**src/rtl/alu_drv_pkg.sv**
```systemverilog
// Shared definitions for the ALU command driver: default widths and FSM state encoding.
package alu_drv_pkg;

  localparam int DATA_W_DEF = 8;
  localparam int SEL_W_DEF  = 3;

  typedef enum logic [1:0] {
    IDLE = 2'd0,
    WAIT = 2'd1,
    RESP = 2'd2
  } drv_state_t;

endpackage

```
**src/rtl/alu_cmd_driver.sv**
```systemverilog
// Issues one command at a time to a registered ALU, waits its fixed latency,
// then returns the captured result with the command's tag.
//
// state | meaning
// IDLE  | ready for a command; alu_* bus holds the last issued operands
// WAIT  | operands on the ALU bus, counting down the ALU latency
// RESP  | response presented, held until rsp_ready
module alu_cmd_driver
  import alu_drv_pkg::*;
#(
  parameter int DATA_W  = DATA_W_DEF,
  parameter int SEL_W   = SEL_W_DEF,
  parameter int TAG_W   = 4,
  parameter int ALU_LAT = 2
) (
  input  logic              clk,
  input  logic              rst,
  input  logic              cmd_valid,
  output logic              cmd_ready,
  input  logic [DATA_W-1:0] cmd_a,
  input  logic [DATA_W-1:0] cmd_b,
  input  logic [SEL_W-1:0]  cmd_sel,
  input  logic              cmd_cin,
  input  logic              cmd_chain,
  input  logic [TAG_W-1:0]  cmd_tag,
  output logic [DATA_W-1:0] alu_a,
  output logic [DATA_W-1:0] alu_b,
  output logic [SEL_W-1:0]  alu_sel,
  output logic              alu_cin,
  input  logic [DATA_W-1:0] alu_result,
  output logic              rsp_valid,
  input  logic              rsp_ready,
  output logic [DATA_W-1:0] rsp_data,
  output logic [TAG_W-1:0]  rsp_tag,
  output logic              rsp_zero,
  output logic              busy
);

  if (ALU_LAT < 1 || ALU_LAT > 15) begin : g_lat_check
    $error("alu_cmd_driver: ALU_LAT=%0d outside legal range 1..15", ALU_LAT);
  end

  localparam logic [3:0] CNT_INIT = 4'(ALU_LAT - 1);

  drv_state_t        r_state;
  logic [3:0]        r_cnt;
  logic [DATA_W-1:0] r_alu_a;
  logic [DATA_W-1:0] r_alu_b;
  logic [SEL_W-1:0]  r_alu_sel;
  logic              r_alu_cin;
  logic [TAG_W-1:0]  r_tag;
  logic [DATA_W-1:0] r_last_result;
  logic              r_rsp_valid;
  logic [DATA_W-1:0] r_rsp_data;
  logic [TAG_W-1:0]  r_rsp_tag;

  always_ff @(posedge clk or negedge rst) begin
    if (!rst) begin
      r_state       <= IDLE;
      r_cnt         <= '0;
      r_alu_a       <= '0;
      r_alu_b       <= '0;
      r_alu_sel     <= '0;
      r_alu_cin     <= 1'b0;
      r_tag         <= '0;
      r_last_result <= '0;
      r_rsp_valid   <= 1'b0;
      r_rsp_data    <= '0;
      r_rsp_tag     <= '0;
    end else begin
      case (r_state)
        IDLE: begin
          if (cmd_valid) begin
            // chaining reads the last captured result, not the alu_a bus
            r_alu_a   <= cmd_chain ? r_last_result : cmd_a;
            r_alu_b   <= cmd_b;
            r_alu_sel <= cmd_sel;
            r_alu_cin <= cmd_cin;
            r_tag     <= cmd_tag;
            r_cnt     <= CNT_INIT;
            r_state   <= WAIT;
          end
        end
        WAIT: begin
          if (r_cnt != 4'd0) begin
            r_cnt <= r_cnt - 4'd1;
          end else begin
            r_rsp_data    <= alu_result;
            r_last_result <= alu_result;
            r_rsp_tag     <= r_tag;
            r_rsp_valid   <= 1'b1;
            r_state       <= RESP;
          end
        end
        RESP: begin
          if (rsp_ready) begin
            r_rsp_valid <= 1'b0;
            r_state     <= IDLE;
          end
        end
        default: r_state <= IDLE;
      endcase
    end
  end

  assign cmd_ready = (r_state == IDLE);
  assign busy      = (r_state != IDLE);
  assign alu_a     = r_alu_a;
  assign alu_b     = r_alu_b;
  assign alu_sel   = r_alu_sel;
  assign alu_cin   = r_alu_cin;
  assign rsp_valid = r_rsp_valid;
  assign rsp_data  = r_rsp_data;
  assign rsp_tag   = r_rsp_tag;
  assign rsp_zero  = (r_rsp_data == '0);

endmodule

```
**config.mk**
```make
export PLATFORM = sky130hd
export DESIGN_NAME = alu_cmd_driver
export DESIGN_NICKNAME = d
export VERILOG_FILES = /design/src/rtl/alu_drv_pkg.sv /design/src/rtl/alu_cmd_driver.sv
export SDC_FILE = /design/constraint.sdc
export NUM_CORES = 1
export LEC_CHECK = 0
export BUFFER_PORTS_ARGS = -buffer_cell sky130_fd_sc_hd__buf_2
export CORE_ASPECT_RATIO = 0.8
export CORE_MARGIN = 3
export CORE_UTILIZATION = 45
export CTS_BUF_LIST = sky130_fd_sc_hd__clkbuf_2 sky130_fd_sc_hd__clkbuf_4 sky130_fd_sc_hd__clkbuf_8
export DETAILED_ROUTE_END_ITERATION = 10
export PLACE_DENSITY = 0.74
export SETUP_SLACK_MARGIN = 0.3
export SLEW_MARGIN = 40
export SYNTH_ARGS = -nofsm -noshare
export SYNTH_HDL_FRONTEND = slang
export SYNTH_SLANG_ARGS = --single-unit
```
**constraint.sdc**
```tcl
create_clock -name clk -period 2.3 [get_ports clk]
set_input_delay 0.23 -clock clk [delete_from_list [all_inputs] [get_ports clk]]
set_output_delay 0.23 -clock clk [all_outputs]
set_load 0.02 [all_outputs]
```
==> summary by stage <==
Logic synthesis
Yosys printed 0 warnings. The share of synthesized area in the top cell type comes to 55.95%. Synthesis produced 135 cells. In the post-synthesis netlist, the biggest area contributors are sky130_fd_sc_hd__dfrtp_1 (56%), sky130_fd_sc_hd__mux2_4 (16%), sky130_fd_sc_hd__mux2i_1 (5.2%), sky130_fd_sc_hd__mux2_2 (4.7%), sky130_fd_sc_hd__buf_6 (2.3%). The cell area that synthesis handed to floorplanning was 1923 sq um. When the netlist entered floorplanning its net count stood at 173. The sequential-to-total area share from yosys stat is 55.95%. The average footprint of a synthesized cell is 14.25 sq um. The distinct cell type count after synthesis is 26. The number of flip-flops and latches in the synthesized netlist is 43. The dominant cell type by area after synthesis is sky130_fd_sc_hd__dfrtp_1.

Floorplanning
The die height is 64.47 microns. The count of pins on the block boundary is 73. The row count is 20. The area of the die is 5099 sq um. The starting density of the core is 48.64%. The floorplan step set the die width to 79.09 microns. The placeable core region is 3954 sq um.

Timing
The timing-limited maximum frequency is 577.5 MHz. Setup repair after global routing left no endpoint under its margin. At the pin with the least slew margin, the transition time is 0.5163 ns.

Measured against its own limit, the worst slew margin works out to 65.58%. Setup violations remaining at the end of the flow were counted as 0. The post-route clock period utilization is 75.29%. The setup TNS is 0 ns. The final number of max-transition violations is 0. The number of failing hold endpoints at the final stage came to 0.

The tightest hold margin is 0.003303 ns. The post-route clock skew is 0.001561 ns. The smallest clock period supported by the final layout is computed as 1.732 ns.

Place
After legalization and detailed placement, the total HPWL measured 2676 microns. The count of buffers added on input and output ports is 72. The congestion estimate from routability-driven global placement came to 0.7280.

Critical path
The delay of the slowest critical-path stage is 0.53 ns. Traced cell by cell, the critical path runs through or4_1 -> nor2_1 -> buf_2. The endpoint type of the worst setup path is an output port. The class of the most critical setup path is flop to output port. Data arrives at the worst endpoint at 1.50 ns.

Data on the critical path is required at its endpoint by 2.07 ns. Among all stages on the critical path, the largest delay is contributed by sky130_fd_sc_hd__or4_1. Along the worst path, the maximum fanout reaches 4. The type of element launching the critical path is a flop. The register-to-register path setup slack is 0.69 ns.

Global route
The number of antenna violations at the first check in global routing is 0. Entering global routing, the biggest net connects 44 pins. The total global-route track usage is 15.11%.

The first global-routing pass estimated 5982 microns of wire. The number of global-route vias before repair was 1,214. For this run the aggregate overflow at the end of global routing stands at 0.

Detailed routing
The wire length per cell after detailed routing is 13.41 microns. The count of antenna-violating nets left after detailed routing is 0. The total wire length is 3581 microns.

The initial detailed-routing violation count is 44. The number of vias after detailed routing is 1,273. The first-pass detailed-route iteration total is 4. The detailed-route DRC error count is 0. The mean number of vias per cell is 4.768.

Finish
Of the cells placed in the final design, the portion with a size suffix greater than 1 is 54.72%. Counting the fill cells in the layout gives 349. Leaving out fill and tap cells, the most frequent cell in the layout is sky130_fd_sc_hd__buf_2. The relative area change from synthesis to final layout is 25.96%. The library cells used most frequently in the layout, excluding fill and tap cells, are sky130_fd_sc_hd__buf_2 (72), sky130_fd_sc_hd__dfrtp_1 (43), sky130_fd_sc_hd__mux2_4 (20). In the final layout, the multi-input gates occupy 763.2 sq um. Registers take 1076 sq um. After the last flow step, the layout net total stands at 249.

The repair_antennas step left the layout with diodes totalling 0.

Min path
The path category of the worst min-delay check is input port to async pin.

Pwr
The total power density per cell area is 1542 nW/um^2. For this design the static power due to leakage is 0.001230 uW. IR analysis of the VDD net gives a maximum drop of 766.8 uV.

Clocking
The number of buffers created by CTS is 5. The tree is rooted in a sky130_fd_sc_hd__clkbuf_8. The clock latency on the worst-skew pair is 0.28 ns. The H-tree was split into 2 levels. The post-CTS repair timing setup buffer count is 0.

In this run the deepest clock path goes through 2 buffers. The register clock-pin slew on the reported worst setup and hold paths is 0.07 ns. The number of gates resized after CTS was 0. The clock drives 43 sinks.

The total of hold buffers inserted after clock tree synthesis is 0. The clock tree from TritonCTS is done.

Job
The number of maximum-capacitance constraint violations is 0.

Run status
The flow ran to the end, and the final reports show no timing, DRC or antenna violations.
[critical path, delay by kind of cell (launching register included)]
kind,cells,cell delay [ns]
buffers and inverters,1,0.16
DFF,1,0.42
and+or+nand+nor,2,0.63
[Yosys cell counts]
master / number
sky130_fd_sc_hd__nand2b_1: 2
sky130_fd_sc_hd__buf_6: 4
sky130_fd_sc_hd__inv_1: 4
sky130_fd_sc_hd__a21oi_1: 8
sky130_fd_sc_hd__mux2i_1: 10
sky130_fd_sc_hd__buf_12: 1
sky130_fd_sc_hd__nand4b_4: 1
sky130_fd_sc_hd__nor2_1: 10
sky130_fd_sc_hd__dfrtp_1: 43
sky130_fd_sc_hd__o21ai_0: 3
sky130_fd_sc_hd__mux2_4: 20
sky130_fd_sc_hd__nor3b_1: 2
sky130_fd_sc_hd__mux2_2: 8
sky130_fd_sc_hd__nor2b_1: 1
sky130_fd_sc_hd__nor4bb_1: 1
sky130_fd_sc_hd__nor3_1: 1
sky130_fd_sc_hd__o21bai_1: 1
sky130_fd_sc_hd__nor3b_4: 1
sky130_fd_sc_hd__nand2_1: 5
sky130_fd_sc_hd__or4_1: 2
sky130_fd_sc_hd__nor2_2: 1
sky130_fd_sc_hd__nand4b_1: 1
sky130_fd_sc_hd__o211ai_1: 1
sky130_fd_sc_hd__ha_1: 1
sky130_fd_sc_hd__buf_1: 1
sky130_fd_sc_hd__or2_2: 2
[area by class of cell]
| type | instances | share of cell area [%] |
|---|---|---|
| Inverter | 4 | 0.6198 |
| Multi-Input combinational cell | 82 | 31.51 |
| Timing Repair Buffer | 75 | 16.32 |
| Sequential cell | 43 | 44.42 |
| Tap cell | 55 | 2.841 |
| Clock buffer | 8 | 4.287 |
[power by group]
part / leakage (uW) / switching, uW / internal, uW / total [uW]
combinational: 0.000673 / 917 / 875 / 1790
sequential: 0.000502 / 288 / 1140 / 1430
clock: 0.0000549 / 228 / 286 / 513
[registers in the layout (all words and copies together) (netlist names)]
signal     count
alu_cin        1
rsp_data       8
r_state        2
alu_sel        3
r_cnt          4
r_tag          4
alu_b          8
rsp_valid      1
rsp_tag        4
alu_a          8
[stage by stage]
stage	setup slack (ns)	instances	area (sq um)	total power, uW	utilization, %
after global placement	0.7469	259	2318	3213	58.64
final	0.5683	267	2422	3734	61.27
after global routing	0.4909	267	2422	3991	61.27
after floorplan	0.7778	135	1923	2760	-
after detailed placement	0.7054	259	2318	3254	58.64
after CTS	0.5573	267	2422	3778	61.27
[logic make-up (layout without fill, tap and decap cells)]
family          after synthesis  in the layout  share of synthesized area (%)
compound gates               13             13                          3.644
buf+inv                      10             87                          4.359
fa+ha+maj                     1              1                         0.6505
mux                          38             38                          25.50
simple gates                 30             30                          9.889
flops                        43             43                          55.95
[path summary, 6_finish.rpt]
path | startpoint | to | depth (start not counted)
min reg2reg | alu_sel[0]$_DFFE_PN0P_ | alu_sel[0]$_DFFE_PN0P_ | 1
min | rst | alu_a[5]$_DFFE_PN0P_ | 2
min in group clk | rsp_ready | r_state[1]$_DFFE_PN0P_ | 2
max | rsp_data[6]$_DFFE_PN0P_ | rsp_zero | 3
max in group asynchronous | rst | alu_b[0]$_DFFE_PN0P_ | 2
max reg2reg | r_cnt[0]$_DFFE_PN0P_ | r_cnt[0]$_DFFE_PN0P_ | 5
[routing by layer]
| metal | vias up | global-route usage (%) | wire (microns) |
|---|---|---|---|
| met2 | 56 | 21.22 | 1435 |
| met1 | 593 | 22.30 | 1782 |
| met5 | - | 0 | 0 |
| li1 | 619 | - | - |
| met3 | 5 | 4.444 | 330 |
| met4 | 0 | 5.150 | 33 |
No activity file was read; power rests on OpenSTA's default activity.
